`src/rtl/ram_ctrl_pkg.sv`:
```
// Shared types and default widths for the RAM request front end.
package ram_ctrl_pkg;

  localparam int DEF_ADDR_WIDTH = 8;
  localparam int DEF_DATA_WIDTH = 8;
  localparam int DEF_FIFO_DEPTH = 4;

  typedef enum logic [1:0] {
    IDLE      = 2'd0,
    RD_ISSUED = 2'd1,
    RD_DATA   = 2'd2,
    HOLD      = 2'd3
  } state_e;

  // Request layout at the default widths; the FIFO stores {wr, addr, wdata} in this order.
  typedef struct packed {
    logic                      wr;
    logic [DEF_ADDR_WIDTH-1:0] addr;
    logic [DEF_DATA_WIDTH-1:0] wdata;
  } req_t;

endpackage

```
`src/rtl/ram_req_fifo.sv`:
```
// Generic synchronous FIFO with a separate occupancy counter.
// Pushes when full and pops when empty are ignored, so the count never wraps.
module ram_req_fifo #(
  parameter int WIDTH = 17,
  parameter int DEPTH = 4,
  localparam int PTR_W = $clog2(DEPTH),
  localparam int CNT_W = $clog2(DEPTH + 1)
) (
  input  logic             clk,
  input  logic             rst_n,
  input  logic             push,
  input  logic [WIDTH-1:0] wdata,
  input  logic             pop,
  output logic [WIDTH-1:0] rdata,
  output logic [CNT_W-1:0] count,
  output logic             full,
  output logic             empty
);

  logic [WIDTH-1:0] mem [DEPTH];
  logic [PTR_W-1:0] wr_ptr;
  logic [PTR_W-1:0] rd_ptr;
  logic             push_ok;
  logic             pop_ok;

  assign full    = (count == CNT_W'(DEPTH));
  assign empty   = (count == '0);
  assign push_ok = push && !full;
  assign pop_ok  = pop && !empty;
  assign rdata   = mem[rd_ptr];

  // DEPTH is a power of two, so pointers wrap naturally.
  always_ff @(posedge clk or negedge rst_n) begin
    if (!rst_n) begin
      wr_ptr <= '0;
      rd_ptr <= '0;
      count  <= '0;
    end else begin
      if (push_ok) wr_ptr <= wr_ptr + 1'b1;
      if (pop_ok)  rd_ptr <= rd_ptr + 1'b1;
      case ({push_ok, pop_ok})
        2'b10:   count <= count + 1'b1;
        2'b01:   count <= count - 1'b1;
        default: count <= count;
      endcase
    end
  end

  always_ff @(posedge clk) begin
    if (push_ok) mem[wr_ptr] <= wdata;
  end

endmodule

```
`src/rtl/ram_req_ctrl.sv`:
```
// In-order request front end for a single-port synchronous RAM.
// Handshakes: a transfer happens on a rising edge where valid && ready; valid never waits on ready.
module ram_req_ctrl
  import ram_ctrl_pkg::*;
#(
  parameter int ADDR_WIDTH = DEF_ADDR_WIDTH,
  parameter int DATA_WIDTH = DEF_DATA_WIDTH,
  parameter int FIFO_DEPTH = DEF_FIFO_DEPTH
) (
  input  logic                            clk,
  input  logic                            rst_n,
  input  logic                            req_valid,
  output logic                            req_ready,
  input  logic                            req_wr,
  input  logic [ADDR_WIDTH-1:0]           req_addr,
  input  logic [DATA_WIDTH-1:0]           req_wdata,
  output logic                            rsp_valid,
  input  logic                            rsp_ready,
  output logic [DATA_WIDTH-1:0]           rsp_rdata,
  output logic                            ram_en,
  output logic                            ram_we,
  output logic [ADDR_WIDTH-1:0]           ram_addr,
  output logic [DATA_WIDTH-1:0]           ram_wdata,
  input  logic [DATA_WIDTH-1:0]           ram_rdata,
  output logic [$clog2(FIFO_DEPTH+1)-1:0] fifo_count,
  output logic                            busy,
  output logic [1:0]                      dbg_state
);

  localparam int REQ_W = 1 + ADDR_WIDTH + DATA_WIDTH;

  logic [REQ_W-1:0]      head;
  logic                  head_wr;
  logic [ADDR_WIDTH-1:0] head_addr;
  logic [DATA_WIDTH-1:0] head_wdata;
  logic                  fifo_full;
  logic                  fifo_empty;
  logic                  push;
  logic                  issue;
  state_e                state_q;
  state_e                state_d;

  assign {head_wr, head_addr, head_wdata} = head;

  assign req_ready = !fifo_full;
  assign push      = req_valid && req_ready;
  // Writes may slip past an outstanding read; a read only leaves the head when no read is in flight.
  assign issue     = !fifo_empty && (head_wr || (state_q == IDLE));
  assign busy      = (fifo_count != '0) || (state_q != IDLE);
  assign dbg_state = state_q;

  ram_req_fifo #(
    .WIDTH (REQ_W),
    .DEPTH (FIFO_DEPTH)
  ) u_fifo (
    .clk   (clk),
    .rst_n (rst_n),
    .push  (push),
    .wdata ({req_wr, req_addr, req_wdata}),
    .pop   (issue),
    .rdata (head),
    .count (fifo_count),
    .full  (fifo_full),
    .empty (fifo_empty)
  );

  always_ff @(posedge clk or negedge rst_n) begin
    if (!rst_n) begin
      ram_en    <= 1'b0;
      ram_we    <= 1'b0;
      ram_addr  <= '0;
      ram_wdata <= '0;
    end else if (issue) begin
      ram_en    <= 1'b1;
      ram_we    <= head_wr;
      ram_addr  <= head_addr;
      ram_wdata <= head_wdata;
    end else begin
      ram_en    <= 1'b0;
      ram_we    <= 1'b0;
    end
  end

  always_comb begin
    state_d = state_q;
    case (state_q)
      IDLE:      if (issue && !head_wr) state_d = RD_ISSUED;
      RD_ISSUED: state_d = RD_DATA;
      RD_DATA:   state_d = HOLD;
      HOLD:      if (rsp_ready) state_d = IDLE;
      default:   state_d = IDLE;
    endcase
  end

  // RD_DATA is the cycle in which the RAM presents the read; HOLD keeps the captured word stable.
  always_ff @(posedge clk or negedge rst_n) begin
    if (!rst_n) begin
      state_q   <= IDLE;
      rsp_valid <= 1'b0;
      rsp_rdata <= '0;
    end else begin
      state_q <= state_d;
      if (state_q == RD_DATA) begin
        rsp_valid <= 1'b1;
        rsp_rdata <= ram_rdata;
      end else if ((state_q == HOLD) && rsp_ready) begin
        rsp_valid <= 1'b0;
      end
    end
  end

endmodule

```
`config.mk`:
```
export PLATFORM = sky130hd
export DESIGN_NAME = ram_req_ctrl
export DESIGN_NICKNAME = d
export VERILOG_FILES = /design/src/rtl/ram_ctrl_pkg.sv /design/src/rtl/ram_req_fifo.sv /design/src/rtl/ram_req_ctrl.sv
export SDC_FILE = /design/constraint.sdc
export NUM_CORES = 1
export LEC_CHECK = 0
export ABC_AREA = 1
export CORE_MARGIN = 5
export CORE_UTILIZATION = 58
export CTS_CLUSTER_DIAMETER = 50
export DETAILED_ROUTE_END_ITERATION = 10
export PLACE_DENSITY = 0.85
export SLEW_MARGIN = 10
export SYNTH_ARGS = -nofsm -noshare
export SYNTH_HDL_FRONTEND = slang
export SYNTH_SLANG_ARGS = --single-unit
```
`constraint.sdc`:
```
create_clock -name clk -period 3.7 [get_ports clk]
set_input_delay 0.37 -clock clk [delete_from_list [all_inputs] [get_ports clk]]
set_output_delay 0.37 -clock clk [all_outputs]
set_load 0.005 [all_outputs]
```
==> results.txt <==
Worst slew pin tran: 813 ps
Placed Cells incl. Taps: 533
Non-Filler Instances: 549
Vias in the first global route: 2928
Core area: 7210 um^2
Residual DRC count: 0
Maxcap violations: 0
Share of cells above drive strength 1: 8.89%
Syn avg cell area: 11.2 um^2
Final worst-path cycle share: 75.4%
Initial core utilization: 59.4%
Clock Skew: 8.37 ps
Die Wd: 95.9 um
Setup Buffers After CTS: 0
Synthesized flop and latch total: 104
Fmax: 358 MHz
Worst setup EP type: register
DRT iter0 DRCs: 222
P&R area growth vs syn: 19.8%
First-pass GRT wire length: 13700 um
# setup viols final: 0
Hpwl dp: 5730 um
Max Slew Vio Count: 0
Hold_buf cts: 0
Via-to-Cell Ratio: 5.23
# diodes: 0
Via count: 2873
Drt wl/cell: 15.6 um
Tightest Hold Check Type: input pin to async pin
CTS tree: done
Status: finished clean
Gr usage total: 20.4%
Sequential-to-total area share from yosys stat: 68.7%
Count of cell types in the netlist: 23
Yosys warns: 0
TNS Setup: 0 ps
Layout net count: 484
Initial antenna violation count: 0
Clk root buf: clkbuf_8
Overflow after GRT: 0
Max_slew headroom: 45.8%
Synth Instances: 381
Site row count: 31
Post-DRT Antenna Nets: 0
Syn_nets: 420
Sequential Power Share: 42.3%
LEAKAGE: 2.14 nW
Die area: 9210 um^2
Crit Path Max Fanout: 36
Startpoint Class: register
Clock sink total: 104
First-pass DRT Iterations: 4
Cts bufs inserted: 9
Switching share of power: 38.1%
Int Pwr: 2.62 mW
Worst vdd ir: 0.000350 V
RSZ-0062 raised after global routing: no
Combinational share of power: 43.4%
Placer Congestion: 0.788
Clk slew on worst S/H paths: 90 ps
Period minus WS final: 2790 ps
Boundary Pins: 63
Post-CTS Resized: 0
H-tree depth: 3
DP Worst Slack: 975 ps
Max Root-Sink Buffers: 2
Clock power frac: 14.3%
Psw: 1.61 mW
Final Hold Fails: 0
Fillers: 546
Setup CP Type: register to register
Required time of the worst setup path: 3940 ps
Die H: 95.9 um
Drt total wl: 8550 um
Pin count of the biggest net entering global routing: 37
CP arrival: 3030 ps
Clk_lat worst skew: 360 ps
Power Density: 826 nW/um^2
Mapped Area: 4280 um^2
Setup WS post-layout: 910 ps
# port buffers: 62
==> layout make-up <==
type                    instances  area [um^2]  share of cell area (%)
flip-flops and latches        104         2940                    57.3
multi-input cells             243         1160                    22.7
repair buffers                 68          661                    12.9
well taps                      99          124                    2.41
clock buffers                  12          135                    2.63
inverters                      19         73.8                    1.44
clock inverters                 4         31.3                   0.609
==> worst paths after layout <==
check                                             startpoint  depth (start not counted)                     endpoint  slack (ps)
max in group asynchronous                              rst_n                          1     ram_wdata[5]$_DFFE_PN0P_        3100
min in group clk                    rsp_rdata[3]$_DFFE_PN0P_                          2     rsp_rdata[3]$_DFFE_PN0P_         480
worst min register to register      rsp_rdata[3]$_DFFE_PN0P_                          2     rsp_rdata[3]$_DFFE_PN0P_         480
worst min-delay path                                   rst_n                          1      ram_addr[7]$_DFFE_PN0P_          90
worst max register to register  u_fifo.rd_ptr[0]$_DFFE_PN0P_                         13  u_fifo.count[2]$_DFFE_PN0P_         910
worst max-delay path            u_fifo.rd_ptr[0]$_DFFE_PN0P_                         13  u_fifo.count[2]$_DFFE_PN0P_         910
==> through the flow <==
stage / util [%] / total power [mW] / hold WS, ps / cell area (um^2)
floorplan: - / 3.00 / 74.4 / 4280
global placement: 68.8 / 3.57 / 453 / 4970
detailed placement: 68.8 / 3.66 / 460 / 4970
CTS: 71.1 / 4.28 / 101 / 5130
global route: 71.1 / 4.58 / 132 / 5130
finish: 71.1 / 4.24 / 89.0 / 5130
==> state kept, by name (all words and copies together), names as in the netlist <==
| signal | cells |
|---|---|
| dbg_state | 2 |
| u_fifo.rd_ptr | 2 |
| rsp_valid | 1 |
| rsp_rdata | 8 |
| ram_we | 1 |
| ram_addr | 8 |
| ram_wdata | 8 |
| u_fifo.count | 3 |
| u_fifo.mem | 68 |
| ram_en | 1 |
| u_fifo.wr_ptr | 2 |
==> Yosys cell counts <==
| library cell | instances | area, um^2 |
|---|---|---|
| nand2_1 | 129 | 484 |
| edfxtp_1 | 68 | 2040 |
| dfrtp_1 | 36 | 901 |
| o21ai_0 | 34 | 170 |
| nor2_1 | 23 | 86.3 |
| nand3_1 | 22 | 110 |
| inv_1 | 17 | 63.8 |
| nand2_2 | 14 | 87.6 |
| buf_2 | 9 | 45.0 |
| ha_1 | 9 | 113 |
| xor2_1 | 3 | 26.3 |
| a21oi_1 | 2 | 10.0 |
| buf_6 | 2 | 22.5 |
| clkbuf_1 | 2 | 7.51 |
| nand2_4 | 2 | 22.5 |
| nand3_2 | 2 | 20.0 |
| buf_12 | 1 | 20.0 |
| buf_4 | 1 | 7.51 |
| clkinv_1 | 1 | 3.75 |
| fa_1 | 1 | 20.0 |
| inv_4 | 1 | 6.26 |
| or2_2 | 1 | 6.26 |
| xnor2_1 | 1 | 8.76 |
==> power by group through the flow <==
stage               logic (mW)  clock network (mW)  registers, mW
floorplan                 1.21                   0           1.79
global placement          1.76                   0           1.81
detailed placement        1.84                   0           1.82
CTS                       1.86               0.618           1.80
global route              2.09               0.663           1.83
finish                    1.84               0.606           1.79
==> kinds of logic after synthesis <==
kind of cell	after synthesis	synth area share, %
AND/OR/NAND/NOR	193	19.1
AO/OA/AOI/OAI	36	4.21
XOR/XNOR	4	0.818
flip-flops	104	68.7
adder cells (fa/ha/maj)	10	3.10
buffers and inverters	34	4.12
==> placed cells by master (no fill, tap or decap), drive strengths merged <==
cell type,Yosys,layout
clkbuf,2,12
clkinvlp,0,3
nand2,145,145
a21oi,2,2
clkdlybuf4s50,0,61
xnor2,1,1
o21ai,34,34
edfxtp,68,68
dfrtp,36,36
nand3,24,24
xor2,3,3
clkinv,1,2
nor2,23,23
fa,1,1
or2,1,1
buf,13,7
inv,18,18
ha,9,9
==> critical path, stage by stage (launching register included) <==
cell and delay [ps]:
dfrtp_1 400, buf_4 340, nand2_1 120, nand3_2 110, nand2_2 70, nand2_4 180
nand2_4 220, inv_1 150, ha_1 160, inv_1 70, fa_1 390, a21oi_1 150
o21ai_0 120, xor2_1 160
==> per-layer routing <==
layer / wire [um] / part of all wire (%) / vias to the layer above / global-route usage (%)
met5: 0 / 0 / - / 0
met4: 248 / 2.9 / 0 / 9.72
met3: 628 / 7.3 / 25 / 5.24
met2: 4210 / 49 / 104 / 34.3
met1: 3460 / 40 / 1364 / 24.4
li1: - / - / 1380 / -
No activity file was read; power rests on OpenSTA's default activity.
